**config.mk**
```make
export PLATFORM = sky130hd
export DESIGN_NAME = sprite_palette_bank
export DESIGN_NICKNAME = d
export VERILOG_FILES = /design/src/rtl/sprite_palette_bank.sv
export SDC_FILE = /design/constraint.sdc
export NUM_CORES = 1
export LEC_CHECK = 0
export ABC_AREA = 0
export BUFFER_PORTS_ARGS = -buffer_cell sky130_fd_sc_hd__buf_2
export CAP_MARGIN = 10
export CORE_MARGIN = 10
export CORE_UTILIZATION = 40
export DETAILED_ROUTE_END_ITERATION = 12
export PLACE_DENSITY = 0.66
export SLEW_MARGIN = 20
export SYNTH_ARGS = -nofsm -noshare
export SYNTH_HDL_FRONTEND = slang
export SYNTH_SLANG_ARGS = --single-unit
```
**constraint.sdc**
```tcl
create_clock -name clk -period 3.5 [get_ports clk]
set_input_delay 0 -clock clk [delete_from_list [all_inputs] [get_ports clk]]
set_output_delay 0 -clock clk [all_outputs]
set_load 0.05 [all_outputs]
```
**src/rtl/sprite_palette_bank.sv**
```systemverilog
// sprite_palette_bank: banked RGB palette with a two-stage lookup pipeline and frame-driven bank cycling.
// Optional build macro SPRITE_PALETTE_DIM_EN adds a per-pixel brightness right-shift in stage 2.
module sprite_palette_bank #(
  parameter int INDEX_W           = 4,
  parameter int CH_W              = 4,
  parameter int NUM_BANKS         = 4,
  parameter int TRANSPARENT_INDEX = 0,
  parameter int ANIM_PERIOD       = 8
) (
  input  logic                         clk,
  input  logic                         reset_n,
  input  logic                         pix_valid,
  input  logic [INDEX_W-1:0]           pix_index,
  input  logic [$clog2(NUM_BANKS)-1:0] pix_bank,
  input  logic                         wr_en,
  input  logic [$clog2(NUM_BANKS)-1:0] wr_bank,
  input  logic [INDEX_W-1:0]           wr_index,
  input  logic [3*CH_W-1:0]            wr_color,
  input  logic                         anim_en,
  input  logic                         frame_strobe,
  input  logic [1:0]                   dim,
  output logic                         out_valid,
  output logic [CH_W-1:0]              red,
  output logic [CH_W-1:0]              green,
  output logic [CH_W-1:0]              blue,
  output logic                         out_transparent,
  output logic [$clog2(NUM_BANKS)-1:0] anim_offset
);

  localparam int BANK_W  = $clog2(NUM_BANKS);
  localparam int ENTRIES = 2**INDEX_W;
  localparam int COLOR_W = 3*CH_W;
  localparam int CNT_W   = (ANIM_PERIOD > 1) ? $clog2(ANIM_PERIOD) : 1;

  localparam logic [COLOR_W-1:0] WHITE = {COLOR_W{1'b1}};
  localparam logic [CH_W-1:0]    KEY_B = CH_W'(13);
  localparam logic [COLOR_W-1:0] KEY   = {{CH_W{1'b1}}, {CH_W{1'b0}}, KEY_B};

  // Flip-flop storage so the async reset can preload the default palette.
  logic [COLOR_W-1:0] pal [NUM_BANKS][ENTRIES];

  always_ff @(posedge clk or negedge reset_n) begin
    if (!reset_n) begin
      for (int b = 0; b < NUM_BANKS; b++)
        for (int i = 0; i < ENTRIES; i++)
          pal[b][i] <= (i == 1) ? WHITE : KEY;
    end else if (wr_en) begin
      pal[wr_bank][wr_index] <= wr_color;
    end
  end

  logic [CNT_W-1:0] frame_cnt;

  always_ff @(posedge clk or negedge reset_n) begin
    if (!reset_n) begin
      frame_cnt   <= '0;
      anim_offset <= '0;
    end else if (!anim_en) begin
      frame_cnt   <= '0;
      anim_offset <= '0;
    end else if (frame_strobe) begin
      if (frame_cnt == CNT_W'(ANIM_PERIOD - 1)) begin
        frame_cnt   <= '0;
        anim_offset <= anim_offset + BANK_W'(1);
      end else begin
        frame_cnt <= frame_cnt + CNT_W'(1);
      end
    end
  end

  logic               s1_valid;
  logic               s1_transp;
  logic [BANK_W-1:0]  s1_bank;
  logic [INDEX_W-1:0] s1_index;
`ifdef SPRITE_PALETTE_DIM_EN
  logic [1:0]         s1_dim;
`endif

  always_ff @(posedge clk or negedge reset_n) begin
    if (!reset_n) begin
      s1_valid  <= 1'b0;
      s1_transp <= 1'b0;
      s1_bank   <= '0;
      s1_index  <= '0;
`ifdef SPRITE_PALETTE_DIM_EN
      s1_dim    <= '0;
`endif
    end else begin
      s1_valid <= pix_valid;
      if (pix_valid) begin
        s1_bank   <= pix_bank + anim_offset;
        s1_index  <= pix_index;
        s1_transp <= (pix_index == INDEX_W'(TRANSPARENT_INDEX));
`ifdef SPRITE_PALETTE_DIM_EN
        s1_dim    <= dim;
`endif
      end
    end
  end

`ifndef SPRITE_PALETTE_DIM_EN
  logic unused_dim;
  assign unused_dim = ^dim;
`endif

  // A write landing on the same edge as the stage-2 read must be visible to it.
  logic [COLOR_W-1:0] rd_color;

  always_comb begin
    rd_color = pal[s1_bank][s1_index];
    if (wr_en && (wr_bank == s1_bank) && (wr_index == s1_index))
      rd_color = wr_color;
  end

  logic [CH_W-1:0] rd_r, rd_g, rd_b;

`ifdef SPRITE_PALETTE_DIM_EN
  assign rd_r = rd_color[COLOR_W-1 -: CH_W] >> s1_dim;
  assign rd_g = rd_color[2*CH_W-1 -: CH_W] >> s1_dim;
  assign rd_b = rd_color[CH_W-1:0] >> s1_dim;
`else
  assign rd_r = rd_color[COLOR_W-1 -: CH_W];
  assign rd_g = rd_color[2*CH_W-1 -: CH_W];
  assign rd_b = rd_color[CH_W-1:0];
`endif

  always_ff @(posedge clk or negedge reset_n) begin
    if (!reset_n) begin
      out_valid       <= 1'b0;
      red             <= '0;
      green           <= '0;
      blue            <= '0;
      out_transparent <= 1'b0;
    end else begin
      out_valid <= s1_valid;
      if (s1_valid) begin
        red             <= rd_r;
        green           <= rd_g;
        blue            <= rd_b;
        out_transparent <= s1_transp;
      end
    end
  end

endmodule

```
==> results.md <==
- Tcrit/Tclk final: between 70% and 80%
- Top_reg_cell synth: dfstp_2
- PwrDens: about 580 nW/µm²
- CP endpoint kind: flip-flop
- Final net count: approximately 2500
- Drt first pass iters: 6
- Initial drt markers: roughly 1500
- Die X: between 300 and 400 µm
- Slowest stage delay, CP: 0.53 ns
- Die area: about 110000 µm²
- Area grow syn2layout: 12.1%
- Min-delay worst type: in2async
- Post-CTS Resized: 0
- Synth Net Count: between 2000 and 2500
- Vias/cell: 5.72
- Num rows: about 110
- Longest Clk Path Bufs: 3
- Remaining antenna violation count after routing: 0
- Crit path top cell by count: buf_4
- Setup CP Type: reg2reg
- Maximum clock frequency: about 0.36 GHz
- Post-synth EDFFs: 0
- Max-slew violations: 0
- Worst path buffer plus inverter count: 3
- Die Ht: 325 µm
- Most common cell after layout, fill and taps aside: mux2_2
- Crit start category: flip-flop
- Layout cells sized above 1: 65.7%
- Detailed placement HPWL: roughly 62 mm
- Worst setup margin: between 0.7 and 0.8 ns
- Crit-path slowest cell: mux4_2
- Grt total ovfl: 0
- Num CTS Buffers: 85
- Sequential element share of the synthesized area: 54.9%
- Tot GR Track Use: between 15 and 20%
- Fin. Hold Viols: 3
- Max Cap Violations: 0
- Fraction of registers with async set/reset: 100%
- Worst path required time: between 3 and 4 ns
- Core ar.: around 92000 µm²
- Quantity of I/O buffers inserted on ports: 45
- Ports: 48
- Slew HR: 24.5%
- Fillers: just under 8000
- Crit path max fanout: 35
- Mapped Area: 37300 µm²
- VDD IR-drop max: roughly 0.4 mV
- Clock Skew: 0.0143 ns
- Critical path, cell by cell: buf_12 > buf_4 > buf_4 > mux4_2 > nand3_1 > a311oi_1 > nor4_2 > a21oi_1
- Cell count after synthesis: 2441
- Mean Syn Cell Area: between 15 and 20 µm²
- GP Congestion: approximately 0.81
- Final setup fails: 0
- Final setup TNS: 0 ns
- Critical Path AT: ~3.3 ns
- Reg clk slew, reported paths: 0.06 ns
- Residual DRC: 0
- Initial Utilization: between 40% and 50%
- Commonest cells after routing, fill and taps aside: 757 x mux2_2, 468 x dfstp_2, 323 x dfrtp_1
- Delay-heaviest family, CP: buffers and inverters
- H-tree levels: 3
- Largest net degree at the start of global routing: approximately 110
- Synth warn: 0
- Slew of the pin with the lowest slew margin: approximately 1.1 ns
- Worst-Skew Late Latency: approximately 0.63 ns
- Synth unique cells: 50
- Status: finished, violations left
- Hold WS: -0.00325 ns
- Final min period: roughly 2.8 ns
- Leakage power: 17.9 nW
- RSZ-0062 raised after global routing: no
- Initial antenna violation count: 8
- Post-synthesis register bit count: just under 800
- Vias in the first global route: ~23000
- DP Worst Slack: 0.734 ns
- Avg WL per Cell: around 26 µm
- Failing checks: negative hold slack
- Root Buffer Master: clkbuf_16
- First-pass GRT wire length: between 100 and 150 mm
- CTS tree: built
- CTS sink count: ~800
- Pwr Total: 24.2 mW
- Final core utilization: 45.4%
- Routed WL: between 90 and 100 mm
- DR vias: approximately 22000
## final timing paths
kind | start | end | slack [ns] | cells after the start
max | s1_bank[0] | green[0] | 0.72 | 8
min | reset_n | pal[241] | -0.003 | 2
max reg2reg | s1_bank[0] | green[0] | 0.72 | 8
min reg2reg | pal[18] | pal[18] | 0.49 | 1
max in group asynchronous | reset_n | pal[575] | 2.28 | 4
min in group clk | wr_color[0] | pal[540] | 0.03 | 2
## metal layers
metal,global-route usage [%],vias up,share of wire [%]
met5,0,-,0
met1,24.2,11800,44
met3,2.33,178,4.5
li1,-,9056,-
met4,6.87,0,3.4
met2,29.2,561,49
## power by group
part	internal (mW)	leakage (nW)	switching (mW)	total [mW]
Clock	5.22	1.37	3.68	8.89
Sequential	10.9	9.19	0.688	11.6
Combinational	1.90	7.36	1.81	3.72
## registers in the layout, summed over array words and instances, names as in the netlist, 2 cells and up
| signal | cells |
|---|---|
| anim_offset | 2 |
| green | 4 |
| s1_bank | 2 |
| red | 4 |
| pal | 768 |
| frame_cnt | 3 |
| blue | 4 |
| s1_index | 4 |
## through the flow
step / area (µm²) / hold slack (ns) / cells
2_1_floorplan: 37300 / -0.296 / 2441
3_3_place_gp: 38800 / 0.0821 / 3593
3_5_place_dp: 38800 / 0.0887 / 3593
4_1_cts: 41800 / 0.0247 / 3769
5_1_grt: 41800 / 0.0419 / 3771
6_report: 41800 / -0.00325 / 3774
## cell usage after synthesis, types with 10 or more instances
cell | number | share of area, %
a22oi_1 | 29 | 0.58
a21oi_1 | 34 | 0.46
mux2i_1 | 102 | 2.7
dfrtp_1 | 327 | 22
buf_6 | 10 | 0.30
a22o_1 | 15 | 0.35
buf_2 | 47 | 0.63
a221o_1 | 12 | 0.32
nor2_1 | 33 | 0.33
mux4_1 | 21 | 1.5
nor2b_1 | 16 | 0.27
dfstp_2 | 468 | 33
mux2_2 | 757 | 23
nand3_1 | 28 | 0.38
nand2_1 | 82 | 0.83
xnor2_1 | 10 | 0.23
nand4_1 | 13 | 0.22
mux2_1 | 29 | 0.88
clkbuf_1 | 155 | 1.6
mux4_2 | 134 | 8.1
## what timing repair did
action / in CTS / in global routing
setup buffers: 0 / 0
endpoints found under the setup margin: 0 / 0
hold buffers: 18 / 0
hold endpoints to repair: 205 / 0
## cell families after synthesis
family	after synthesis	share of synthesized area [%]
AOI/OAI and AO/OA	137	2.59
xor gates and xnor gates	10	0.235
muxes	1049	36.3
adders and majority gates	3	0.101
and+or+nand+nor	209	2.66
DFF	795	54.9
buffers and inverters	238	3.24
## layout make-up
cell class                      count  area (µm²)  area share [%]
Antenna cell                        5        12.5          0.0299
Tap cell                         1243        1560            3.72
Clock buffer                      133        2540            6.07
Inverter                            2        7.51          0.0180
Timing Repair Buffer              163        1340            3.20
Multi-Input combinational cell   1408       15600            37.4
Sequential cell                   795       20500            49.0
Clock inverter                     25         239           0.572
Note: power is estimated with default switching activity, not from simulation.
